===== src/rtl/rsa_montgomery.sv =====
// ---------------------------------------------------------------------------
// rsa_montgomery
//
// Bit-serial radix-2 Montgomery multiplier for the RSA core. It computes
// o_m = a * b * 2^-W mod N, one bit of a per clock, LSB first. The
// exponentiation controller uses it for each square-and-multiply step. One
// operand is usually the y * 2^W mod N value from the modulo-product pre-stage.
//
// Ports
//   i_clk     clock; all state updates on the rising edge
//   i_rst_n   synchronous, active-low reset (abandons a run in progress)
//   i_start   start request; only honoured in S_IDLE
//   i_n       modulus N (odd, N > a, N > b); captured on the accepting edge
//   i_a       multiplier a; captured, then scanned LSB first
//   i_b       multiplicand b; captured on the accepting edge
//   o_m       result; valid with o_finish, held until the next S_FINAL/reset
//   o_finish  single-cycle pulse marking o_m valid
//   o_busy    high from the start-accept edge until the edge raising o_finish
//
// Timing: start accepted at edge E0, iterations at E1..EW, and o_finish is
// raised by edge E(W+1). A start during the o_finish cycle is accepted, so
// back-to-back runs repeat every W+2 cycles.
// ---------------------------------------------------------------------------
module rsa_montgomery #(
    parameter int W = 256
) (
    input  logic         i_clk,
    input  logic         i_rst_n,
    input  logic         i_start,
    input  logic [W-1:0] i_n,
    input  logic [W-1:0] i_a,
    input  logic [W-1:0] i_b,
    output logic [W-1:0] o_m,
    output logic         o_finish,
    output logic         o_busy
);

    localparam int CNT_W = $clog2(W);

    typedef enum logic [1:0] {
        S_IDLE,
        S_CALC,
        S_FINAL
    } state_t;

    state_t             state;
    logic [CNT_W-1:0]   counter;
    logic [W-1:0]       n_r;
    logic [W-1:0]       a_r;
    logic [W-1:0]       b_r;

    // The accumulator stays below 2N between iterations. m + b + N is below 4N,
    // so two extra bits are enough to hold the sum without overflow.
    logic [W+1:0]       m;
    logic [W+1:0]       t_add;
    logic [W+1:0]       t_red;

    // Final reduction. The loop leaves m in [0, 2N), so a single conditional
    // subtraction brings it into [0, N).
    function automatic logic [W-1:0] final_reduce(input logic [W+1:0] acc,
                                                  input logic [W-1:0] n);
        return W'((acc >= {2'b00, n}) ? acc - {2'b00, n} : acc);
    endfunction

    // One radix-2 step. Add b if the current bit of a is set. Then add N when
    // the sum is odd, so that the halving below is exact.
    always_comb begin
        t_add = m + (a_r[counter] ? {2'b00, b_r} : '0);
        t_red = t_add + (t_add[0] ? {2'b00, n_r} : '0);
    end

    // Operand capture on the accepting edge. These registers are pure data
    // and need no reset, because every run loads them before they are used.
    always_ff @(posedge i_clk) begin
        if (state == S_IDLE && i_start) begin
            n_r <= i_n;
            a_r <= i_a;
            b_r <= i_b;
        end
    end

    // Control FSM, accumulator and registered outputs
    always_ff @(posedge i_clk) begin
        if (!i_rst_n) begin
            state    <= S_IDLE;
            counter  <= '0;
            m        <= '0;
            o_m      <= '0;
            o_finish <= 1'b0;
            o_busy   <= 1'b0;
        end else begin
            o_finish <= 1'b0;
            case (state)
                S_IDLE: begin
                    if (i_start) begin
                        m       <= '0;
                        counter <= '0;
                        o_busy  <= 1'b1;
                        state   <= S_CALC;
                    end
                end
                S_CALC: begin
                    m <= t_red >> 1;
                    // Hold the counter on the last iteration so that it never
                    // wraps within a run. It is cleared again on the next accept.
                    if (counter == CNT_W'(W - 1)) begin
                        state <= S_FINAL;
                    end else begin
                        counter <= counter + 1'b1;
                    end
                end
                S_FINAL: begin
                    o_m      <= final_reduce(m, n_r);
                    o_finish <= 1'b1;
                    o_busy   <= 1'b0;
                    state    <= S_IDLE;
                end
                default: begin
                    state <= S_IDLE;
                end
            endcase
        end
    end

endmodule


===== config.mk =====
export PLATFORM = sky130hd
export DESIGN_NAME = rsa_montgomery
export DESIGN_NICKNAME = d
export VERILOG_FILES = /design/src/rtl/rsa_montgomery.sv
export SDC_FILE = /design/constraint.sdc
export NUM_CORES = 2
export LEC_CHECK = 0
export ABC_CLOCK_PERIOD_IN_PS = 29900
export CAP_MARGIN = 20
export CORE_MARGIN = 4
export CORE_UTILIZATION = 42
export CTS_CLUSTER_DIAMETER = 50
export DETAILED_ROUTE_END_ITERATION = 10
export SYNTH_ARGS = -nofsm -noshare
export SYNTH_HDL_FRONTEND = slang
export SYNTH_SLANG_ARGS = --single-unit

===== constraint.sdc =====
create_clock -name i_clk -period 29.9 [get_ports i_clk]
set_input_delay 5.98 -clock i_clk [delete_from_list [all_inputs] [get_ports i_clk]]
set_output_delay 5.98 -clock i_clk [all_outputs]
set_load 0.05 [all_outputs]

# [Word-level counts from Yosys, hierarchy flattened]
# Index checks and enable logic that the tools add are counted.
[classes] add_sub_neg=4 n_mul=0 n_div=0 n_lt_le_gt_ge=2 eq_ne=6 shift=0 n_mux=16 n_bitwise=0 reduce_logical=8
[ops] operator="$mux W256" count=3
[ops] operator="$add A258 B256 Y258" count=2
[ops] operator="$pmux W258 S2" count=1
[ops] operator="$ge A258 B256 Y1" count=1
[ops] operator="$mux W258" count=1
[ops] operator="$sub A256 B256 Y256" count=1
[ops] operator="$mux W8" count=2
[ops] operator="$pmux W8 S2" count=1
[ops] operator="$lt A8 B9 Y1 const B" count=1
[ops] operator="$add A8 B1 Y8 const B" count=1
[ops] operator="$bmux W1 S8" count=1
[ops] operator="$eq A8 B8 Y1 const B" count=1
[ops] operator="$ne A2 B2 Y1 const B" count=3
[ops] operator="$reduce_and A2 Y1" count=3
[ops] operator="$mux W2" count=2
[ops] operator="$pmux W2 S2" count=1
[ops] operator="$reduce_bool A2 Y1" count=2
[ops] operator="$mux W1" count=3
[ops] operator="$reduce_and A3 Y1" count=1
[ops] operator="$eq A2 B1 Y1 const B" count=1
[ops] operator="$eq A2 B2 Y1 const B" count=1
[ops] operator="$logic_not A2 Y1" count=1
[ops] operator="$pmux W1 S2" count=1
[ops] operator="$logic_and A1 B1 Y1" count=1
[word_totals] reg_bits=1294 latchBits=0 mem_bits_rw=0 rom_bits=0 inputBits=771 out_inout_bits=258 wordCells=45 memories=0

# [Logic depth before layout (Yosys ltp)]
[depth] depth_word=7 mapped_depth=48 ltp_nobuf=43

# [Worst setup path before layout]
# OpenSTA, ideal clock, no wires.
[synth_path] path_type="input to register" from="input port i_start" to="register m[102]" setup_ns=0.118 t_arrival_ns=22.703 required_time_ns=29.782 slack_ns=7.078 path_stages=9 path_buffers=3 cell_sequence="nor2b_1 -> nand2b_1 -> clkbuf_1 -> inv_1 -> nor2_1 -> clkbuf_1 -> clkbuf_1 -> a22oi_1 -> nor2b_1"
[synth_via] elab_chain_len=2
[synth_lines] element="start, declared" line_no="29" source="input logic i_start,"
[synth_lines] element="$ne A2 B2 Y1 (no source line)"
[synth_lines] element="$reduce_and A2 Y1 (no source line)"
[synth_lines] element="end signal, assigned" line_no="103" source="m <= t_red >> 1;"
[synth_lines] element="end, declared" line_no="54" source="logic [W+1:0] m;"
# Every way passes these cells.
# A chain may end at the register's enable or synchronous reset.

# [Final worst setup path]
[layout_path] from="register counter[0]" to="register m[256]"
[layout_via] elab_chain_len=7
[layout_lines] element="start, declared" line_no="47" source="logic [CNT_W-1:0] counter;"
[layout_lines] element="start signal, assigned" line_no="109" source="counter <= counter + 1'b1;"
[layout_lines] element="$bmux W1 S8 (*)" line_no="68" source="t_add = m + (a_r[counter] ? {2'b00, b_r} : '0);"
[layout_lines] element="$mux W1 (implied by the code) (*)" line_no="68"
[layout_lines] element="$mux W256 (*)" line_no="68"
[layout_lines] element="$add A258 B256 Y258 (*)" line_no="68"
[layout_lines] element="$mux W256" line_no="69" source="t_red = t_add + (t_add[0] ? {2'b00, n_r} : '0);"
[layout_lines] element="$add A258 B256 Y258 (*)" line_no="69"
[layout_lines] element="$pmux W258 S2 (*)" line_no="93" source="case (state)"
# Mark *: on every way between the ends. The rest lies on a longest branch, timed or not. The select of a mux whose other input is x is not followed.

==> results.ini <==
[synth]
netlist_instances = 12370
synth_fp_nets = 13910
yosysTopAreaCell = edfxtp_1
ys_types = 103
avgSynthCellArea_um2 = 8.201
synth_edf_count = 768
synth_ff_type = edfxtp_1
netlist_top_cells_area = edfxtp_1 23%, dfxtp_1 10%, ha_1 9.5%
async_flop_share_pct = 0
seq_area_frac_synth_pct = 33.10
yosys_warnings = 0
synth_top_area_share_pct = 22.74
postSynthRegisterBits = 1293
syn-cell-area_mm2 = 0.1014

[global_route]
grtUsageTotal_pct = 41.62
grt_max_degree = 156
grt_pass1_vias = 98350
overflow = 0
antenna_found_initial = 51
grt_pass1_wl_mm = 748.3

[setup_path]
crit-reg2reg-launch = counter[0]
max_stage_delay_ns = 0.95
reg2reg_depth = 39
crit_arrival_ns = 16.29
cp-start-kind = flop
critPathLaunch = counter[0]
critical-path-top-delay-family = compound AO/OA/AOI/OAI gates
r2r_setup_slack_ns = 14.35
crit_buf_inv = 2
crit_path_end_kind = flop
crit_path_top_delay_cell = a2111oi_2
crit_path_max_fanout = 82
required_ns = 30.63
path_class = reg -> reg
r2r-end = m[256]

[sta]
worst_pin_slew_ns = 1.360
fin_crit_ns = 15.55
maxSlewHeadroom_pct = 8.641
hold_viol = 0
rsz0062_at_grt = false
timing.setup.tns_ns = 0
setup_slack_ns = 14.35
setup_violations = 0
finalMaxSlewViolations = 0
fin_skew_ns = 0.09687
fmax_ghz = 0.06429
post-route-period-util_pct = 52.02

[detailed_routing]
routed-wl-met3_mm = 55.65
top_layer = met5
drt_wl_total_mm = 544.2
wire_per_inst_um = 33.17
drc = 0
drt-met1-wl_mm = 226.7
detail-route-antenna-nets = 0
vias_per_cell = 6.381
dr.pass1.iters = 7
vias = 104700
route.met2.wl_mm = 223.9
drt_iter0_drc = 14900

[power]
pwr_density_cell_mw_per_mm2 = 60.10
switching_share_pct = 40.81
p_int_mw = 4.315
peakVddDrop_mv = 0.07559
power_frac_clock_pct = 33.5
switchingPower_mw = 2.975
sequentialPowerShare_pct = 29.9
comb_power_share_pct = 36.6
p_leak_nw = 47.50

[die]
die_w_um = 499.4
dieArea_mm2 = 0.2494
dieHeight_um = 499.4
rows = 180
initial_utilization_pct = 42.17
core_mm2 = 0.2405
ios = 1029

[clock_network]
cts_root_buf = clkbuf_16
postCtsSetupBuffers = 0
cts_hold_buffers = 0
clk_pin_slew_ns = 0.07
clk_latency_ns = 0.90
cts_tree = done
cts_resized = 0
cts_buffers = 192
h-tree-depth = 4
cts.sinks = 1293
cts_buffer_depth = 3

[outcome]
outcome = finished clean

[final_layout]
num-nets-final = 14570
area_growth_pct = 19.57
final_common_cell = a21oi_1
final_area_mm2 = 0.1213
drive_gt1_share_pct = 5.092
layout.cells.most_common_list = 1509 x a21oi_1, 1279 x nand2_1, 1027 x clkdlybuf4s50_1, 1023 x o21ai_0, 904 x nor2_1

[placement]
place_congestion = 1.088
place_area_mm2 = 0.1142
port_buffers = 1028
place_ws_ns = 14.75
dpl.hpwl_mm = 453.8

[worst_hold_path]
hold_start = o_m[49]
whs_endpoint = o_m[49]
min_path_type = reg -> reg
whs_path_depth = 2

[flow_run]
max_cap_viol_count = 0

-- synth_stat cells (193+ instances only) --
cell type     n
nor2_1      907
inv_1       518
ha_1        768
o21ai_0    1023
dfxtp_1     525
edfxtp_1    768
nand4_1     409
nand3_1     194
nor3_1      193
o21bai_1    289
xor2_1      298
clkbuf_1    586
and2_1      585
xnor2_1     454
a21o_1      423
a21oi_1    1510
nand2_1    1280
-- worst reg2reg max path: cells and delay by family (launching register included) --
kind	cells	cell delay [ns]
xor gates and xnor gates	2	0.34
AOI/OAI and AO/OA	16	5.67
adders and majority gates	2	0.74
buffers and inverters	2	1.25
muxes	4	2.63
and+or+nand+nor	13	4.19
DFF	1	0.59
-- how the worst max path moves through the flow --
stage                         to  slack, ns  cells past startpoint
final                     m[256]      14.35                     39
after global routing      m[256]      13.80                     39
after CTS                 m[256]      14.65                     39
after detailed placement  m[256]      14.75                     39
after global placement    m[256]      15.02                     39
after floorplan           m[102]       7.08                      9
-- sequential cells by signal, indices dropped and copies added (netlist names) --
| signal | count |
|---|---|
| counter | 8 |
| o_finish | 1 |
| o_m | 256 |
| state | 2 |
| a_r | 256 |
| m | 257 |
| o_busy | 1 |
| n_r | 256 |
| b_r | 256 |
-- kinds of logic (layout without fill, tap and decap cells) --
group           count (synthesis)  after routing  share of synthesized area, %
buf+inv                      1203           2031                         4.557
compound gates               4201           4201                         24.99
fa+ha+maj                     771            771                         9.533
xor+xnor                      752            752                         6.493
flops                        1293           1293                         33.10
other cells                     0             24                             0
simple gates                 4050           4050                         19.30
mux                            99             99                         2.025
-- area by class of cell --
cell class                 count  area, um2
multi-input combinational   9873      63450
sequential                  1293      33580
clock inverter               142       2017
fill                       22620     119200
antenna                       24      60.06
tap                         3185       3985
timing repair buffer        1149      11230
clock buffer                 220       5010
inverter                     520       1959
-- metrics by stage --
stage / instances / power (mW) / hold slack (ns) / utilization, %
floorplan: 12370 / 3.790 / 0.4581 / -
global placement: 16010 / 4.761 / 0.4397 / 47.43
detailed placement: 16020 / 4.758 / 0.4447 / 47.46
CTS: 16380 / 7.199 / 0.4596 / 50.38
global route: 16400 / 7.518 / 0.4797 / 50.42
finish: 16410 / 7.290 / 0.4568 / 50.43
-- power by group through the flow --
stage	logic [mW]	clock network [mW]	registers, mW
2_1_floorplan	1.65	0	2.14
3_3_place_gp	2.55	0	2.21
3_5_place_dp	2.55	0	2.21
4_1_cts	2.57	2.46	2.17
5_1_grt	2.81	2.53	2.18
6_report	2.67	2.44	2.18
-- per-layer routing --
metal | track usage, % | up-vias
li1 | - | 46360
met3 | 9.744 | 1120
met1 | 56.48 | 50910
met2 | 60.70 | 6267
met5 | 0 | -
met4 | 23.46 | 26
Note: power is estimated with default switching activity, not from simulation.
